**config.mk**
```make
export PLATFORM = sky130hd
export DESIGN_NAME = config_loader
export DESIGN_NICKNAME = d
export VERILOG_FILES = /design/src/rtl/config_loader.sv
export SDC_FILE = /design/constraint.sdc
export NUM_CORES = 1
export LEC_CHECK = 0
export CAP_MARGIN = 30
export CORE_ASPECT_RATIO = 0.7
export CORE_MARGIN = 2
export CORE_UTILIZATION = 25
export DETAILED_ROUTE_END_ITERATION = 12
export HOLD_SLACK_MARGIN = 0.12
export SLEW_MARGIN = 5
export SYNTH_ARGS = -nofsm -noshare
export SYNTH_HDL_FRONTEND = slang
export SYNTH_SLANG_ARGS = --single-unit
```
**constraint.sdc**
```tcl
create_clock -name config_clock -period 5.1 [get_ports config_clock]
set_input_delay 1.53 -clock config_clock [delete_from_list [all_inputs] [get_ports config_clock]]
set_output_delay 1.53 -clock config_clock [all_outputs]
set_load 0.005 [all_outputs]
```
**src/rtl/config_loader.sv**
```systemverilog
// Bitstream loader: accepts bytes over a valid/ready handshake and shifts them MSB-first
// into the tile config chain. Optional CRC-16-CCITT trailer check under CONFIG_LOADER_CRC_EN.
module config_loader #(
    parameter int CHAIN_LENGTH = 216
) (
    input  logic       config_clock,
    input  logic       config_reset,
    input  logic       start,
    input  logic [7:0] data_in,
    input  logic       data_valid,
    output logic       data_ready,
    output logic       config_in,
    output logic       config_enable,
    output logic       busy,
    output logic       done,
    output logic       error
);

    localparam int CNT_W = $clog2(CHAIN_LENGTH + 1);
    localparam logic [CNT_W-1:0] LAST_BIT = CNT_W'(CHAIN_LENGTH - 1);

`ifdef CONFIG_LOADER_CRC_EN
    typedef enum logic [2:0] {IDLE, LOAD, SHIFT, CRC, DONE} state_t;
`else
    typedef enum logic [2:0] {IDLE, LOAD, SHIFT, DONE} state_t;
`endif

    state_t           state;
    state_t           next_state;
    logic [CNT_W-1:0] bit_count;
    logic [2:0]       bit_index;
    logic [7:0]       shift_reg;
    logic             last_bit;
    logic             byte_end;

    assign last_bit = (bit_count == LAST_BIT);
    assign byte_end = (bit_index == 3'd7);

`ifdef CONFIG_LOADER_CRC_EN
    logic [15:0] crc;
    logic [7:0]  trailer_hi;
    logic        trailer_count;
    logic        crc_error;

    function automatic logic [15:0] crc16_step(input logic [15:0] c, input logic b);
        logic feedback;
        feedback = c[15] ^ b;
        return {c[14:0], 1'b0} ^ (feedback ? 16'h1021 : 16'h0000);
    endfunction
`endif

    always_ff @(posedge config_clock) begin
        if (config_reset) begin
            state <= IDLE;
        end else begin
            state <= next_state;
        end
    end

    always_comb begin
        next_state = state;
        case (state)
            IDLE, DONE: if (start) next_state = LOAD;
            LOAD:       if (data_valid) next_state = SHIFT;
            SHIFT: begin
                // Chain exhaustion wins over the byte boundary so a partial last byte ends the load.
                if (last_bit) begin
`ifdef CONFIG_LOADER_CRC_EN
                    next_state = CRC;
`else
                    next_state = DONE;
`endif
                end else if (byte_end) begin
                    next_state = LOAD;
                end
            end
`ifdef CONFIG_LOADER_CRC_EN
            CRC:        if (data_valid && trailer_count) next_state = DONE;
`endif
            default:    next_state = IDLE;
        endcase
    end

    always_ff @(posedge config_clock) begin
        if (config_reset) begin
            bit_count <= '0;
            bit_index <= '0;
            shift_reg <= '0;
`ifdef CONFIG_LOADER_CRC_EN
            crc           <= '0;
            trailer_hi    <= '0;
            trailer_count <= 1'b0;
            crc_error     <= 1'b0;
`endif
        end else begin
            case (state)
                IDLE, DONE: begin
                    if (start) begin
                        bit_count <= '0;
                        bit_index <= '0;
`ifdef CONFIG_LOADER_CRC_EN
                        crc           <= 16'hFFFF;
                        trailer_count <= 1'b0;
                        crc_error     <= 1'b0;
`endif
                    end
                end
                LOAD: begin
                    if (data_valid) begin
                        shift_reg <= data_in;
                        bit_index <= '0;
                    end
                end
                SHIFT: begin
                    shift_reg <= {shift_reg[6:0], 1'b0};
                    bit_count <= bit_count + CNT_W'(1);
                    bit_index <= bit_index + 3'd1;
`ifdef CONFIG_LOADER_CRC_EN
                    crc <= crc16_step(crc, shift_reg[7]);
`endif
                end
`ifdef CONFIG_LOADER_CRC_EN
                CRC: begin
                    if (data_valid) begin
                        if (!trailer_count) begin
                            trailer_hi    <= data_in;
                            trailer_count <= 1'b1;
                        end else begin
                            crc_error <= ({trailer_hi, data_in} != crc);
                        end
                    end
                end
`endif
                default: begin
                end
            endcase
        end
    end

    always_comb begin
        data_ready    = 1'b0;
        config_enable = 1'b0;
        config_in     = 1'b0;
        busy          = 1'b0;
        done          = 1'b0;
        case (state)
            LOAD: begin
                data_ready = 1'b1;
                busy       = 1'b1;
            end
            SHIFT: begin
                config_enable = 1'b1;
                config_in     = shift_reg[7];
                busy          = 1'b1;
            end
`ifdef CONFIG_LOADER_CRC_EN
            CRC: begin
                data_ready = 1'b1;
                busy       = 1'b1;
            end
`endif
            DONE:    done = 1'b1;
            default: begin
            end
        endcase
    end

`ifdef CONFIG_LOADER_CRC_EN
    assign error = crc_error;
`else
    assign error = 1'b0;
`endif

endmodule

```
==> run_results.csv <==
group,metric,value,unit
outcome,status,"completed",
detailed_routing,dr.pass1.iters,4,
detailed_routing,wl,2150,µm
critical_path,cp_slowest_stage_delay,0.59,ns
clock_tree,post_cts_resized,0,
timing,fin_setup_tns,0,ns
die,fp-row-count,19,
synth,syn_area,0.00107,mm²
synth,synthCells,120,
detailed_routing,routed_via_density,4.61,
grt,grt_max_degree,18,
grt,grt_use_total,0.101,
synth,synth_top_family_by_area,"simple AND/OR/NAND/NOR gates",
timing,fin_skew,0.000904,ns
power_and_ir_drop,powerDensity,485,mW/mm²
hold_path,holdPathEnd,"bit_index[1]$_SDFFE_PP0P_",
critical_path,start_kind,"flip-flop",
detailed_routing,top_layer,"met4",
timing,worst_slack,1.57,ns
synth,synth.area.top_cells,"dfxtp_1 (39%), ha_1 (8.2%), mux2i_1 (6.5%), a211oi_1 (5.6%), nor2_1 (5.6%)",
synth,synth-xor-area-share,0.0327,
hold_path,min_from,"bit_index[1]$_SDFFE_PP0P_",
synth,ys_seq_area_frac,0.393,
critical_path,crit_arrival,2.00,ns
clock_tree,clk_path_buf_depth,2,
critical_path,cp-end-kind,"output pin",
finish,diodes,0,
critical_path,crit_required,3.57,ns
grt,antenna_found_initial,0,
synth,yosys.area.top_type_share,0.393,
finish,drive_above_1_share,0.0593,
power_and_ir_drop,irDropWorstVdd,0.000177,V
detailed_routing,dr.first_iter.drc_count,32,
detailed_routing,met1_length,1130,µm
die,io_pins,18,
synth,synth.net_count,139,
place,dp_slack,1.85,ns
critical_path,cp_cell_sequence,"inv_1 -> ha_1 -> and2_1 -> clkdlybuf4s50_1",
critical_path,r2r-start,"state[0]$_SDFFE_PP0P_",
critical_path,crit_start,"state[0]$_SDFFE_PP0P_",
grt,grt_pass1_wl,3760,µm
synth,yosys.area.top_type,"dfxtp_1",
timing,max_freq,283,MHz
timing,finalHoldViolCount,0,
grt,grt_pass1_vias,810,
clock_tree,cts_tree,"yes",
critical_path,rrSetupSlack,3.08,ns
power_and_ir_drop,leakagePower,0.000459,µW
detailed_routing,route.detailed.drc,0,
synth,synth_cell_types,32,
critical_path,reg2reg_to,"shift_reg[5]$_SDFFE_PP0P_",
synth,synth_compound_area_frac,0.156,
finish,layout-area-overhead-vs-synth,23.0,%
hold_path,hold_path.class,"reg -> reg",
place,gp_congestion,0.799,
synth,synth.most_common_cell,"dfxtp_1",
clock_tree,root_buffer,"clkbuf_8",
detailed_routing,wl_per_cell,11.5,µm
timing,rsz0062_at_grt,"no",
critical_path,cp_max_fo,15,
clock_tree,cts_setup_buffers,0,
synth,synthAdderAreaFrac,0.0819,
timing,setup_viol,0,
synth,synth_edf_count,0,
finish,nNetsFinal,155,
timing,relSlewSlack,0.419,
critical_path,reg2reg_depth,5,
die,start_util,0.266,
synth,ys_ff_latch,21,
synth,synthArstFlopShare,0,
die,die_area,0.00483,mm²
die,die_h,58.7,µm
clock_tree,clk_pin_slew,0.07,ns
detailed_routing,ant_nets,0,
synth,synth_simple_gate_area_frac,0.214,
critical_path,critical_path_class,"reg -> out",
die,die_w,82.2,µm
finish,fill_cells,410,
clock_tree,h-tree-depth,1,
clock_tree,cts_hold_buffers,0,
synth,synth_common_cells,"dfxtp_1 (21), nor2_1 (16), a211oi_1 (8), a21oi_1 (8)",
timing,slew_viol_final,0,
clock_tree,cts_buffers,3,
grt,grt_overflow,0,
synth,ys.flop_type,"dfxtp_1",
clock_tree,clock_latency,0.26,ns
critical_path,critical-path-slowest-cell,"ha_1",
detailed_routing,wl_met3,56,µm
synth,ys_warn_count,0,
synth,syn_area_per_cell,8.91,µm²
clock_tree,clkSinkCount,21,
hold_path,min_path_cells,2,
detailed_routing,dr_total_vias,862,
die,fp.coreArea,0.00402,mm²
timing,period_share,0.692,
place,port_buffers,16,
timing,worst_slew_pin_slew,0.869,ns
place,place_hpwl,1620,µm
synth,synth.area.mux_share,0.0784,
detailed_routing,route.met2.wl,954,µm
timing,period_minus_slack,3.53,ns
flow_run,maxCapViolations,0,
==> critical path: cells and delay by family, from the launching register on <==
family                     cells  cell delay [ns]
adders and majority gates      1             0.59
buffers and inverters          2             0.56
DFF                            1             0.36
and+or+nand+nor                1             0.21
==> layout make-up <==
| class | count | area [µm²] | area share |
|---|---|---|---|
| multi-input combinational | 89 | 606 | 0.460 |
| sequential | 21 | 420 | 0.319 |
| timing repair buffer | 16 | 160 | 0.122 |
| tap | 52 | 65.1 | 0.0494 |
| clock buffer | 3 | 41.3 | 0.0314 |
| inverter | 5 | 18.8 | 0.0143 |
| clock inverter | 1 | 5.00 | 0.00380 |
==> layout by cell type, fill, tap and decap left out <==
cell type        netlist  final
or2_1                  1      1
nor3_1                 2      2
clkbuf_8               0      3
a31o_2                 1      1
mux2i_2                1      1
nand3_1                5      5
nor3b_1                2      2
ha_1                   7      7
a22oi_1                1      1
dfxtp_1               21     21
nor2b_4                1      1
clkdlybuf4s50_1        0     16
o41ai_1                1      1
a22o_1                 2      2
nand4_1                1      1
a211oi_1               8      8
or3_1                  3      3
nor2_1                16     16
inv_1                  5      5
a21oi_1                8      8
nand2_1                7      7
and2_1                 1      1
nor2b_1                3      3
mux2i_1                7      7
nor4b_2                1      1
or4_1                  1      1
xnor2_1                4      4
a311oi_1               1      1
conb_1                 1      1
o21ai_0                3      3
clkinv_2               0      1
==> layer usage <==
| metal | vias to the layer above | GRT usage |
|---|---|---|
| met5 | - | 0 |
| met4 | 0 | 0.0214 |
| met3 | 2 | 0.0322 |
| met2 | 9 | 0.151 |
| met1 | 393 | 0.143 |
| li1 | 458 | - |
==> per-stage QoR <==
stage	total power (µW)	hold slack (ns)	instance area, µm²	instances	util
4_1_cts	645	0.469	1320	187	0.328
3_3_place_gp	523	0.445	1270	183	0.316
3_5_place_dp	534	0.460	1270	183	0.316
5_1_grt	702	0.501	1320	187	0.328
2_1_floorplan	445	0.436	1070	120	-
6_report	638	0.472	1320	187	0.328
==> cell families (layout without fill, tap and decap cells) <==
kind of cell,Yosys count,in the layout
AO/OA/AOI/OAI,25,25
XOR/XNOR,4,4
adder cells (fa/ha/maj),7,7
buffers and inverters,10,25
flip-flops,21,21
multiplexers,8,8
other,1,1
AND/OR/NAND/NOR,44,44
==> worst max-delay path by stage <==
stage | cells past startpoint | endpoint | slack [ns]
after floorplan | 4 | config_in | 2.50
after global placement | 4 | config_in | 1.88
after detailed placement | 4 | config_in | 1.85
after CTS | 4 | config_in | 1.56
after global routing | 4 | config_in | 1.44
final | 4 | config_in | 1.57
==> power breakdown <==
part	switching, µW	internal, µW	total [µW]	leakage (µW)
registers	21.7	198	220	0.000171
clock network	53.4	54.4	108	0.0000255
logic	171	139	310	0.000262
Note: power is estimated with default switching activity, not from simulation.
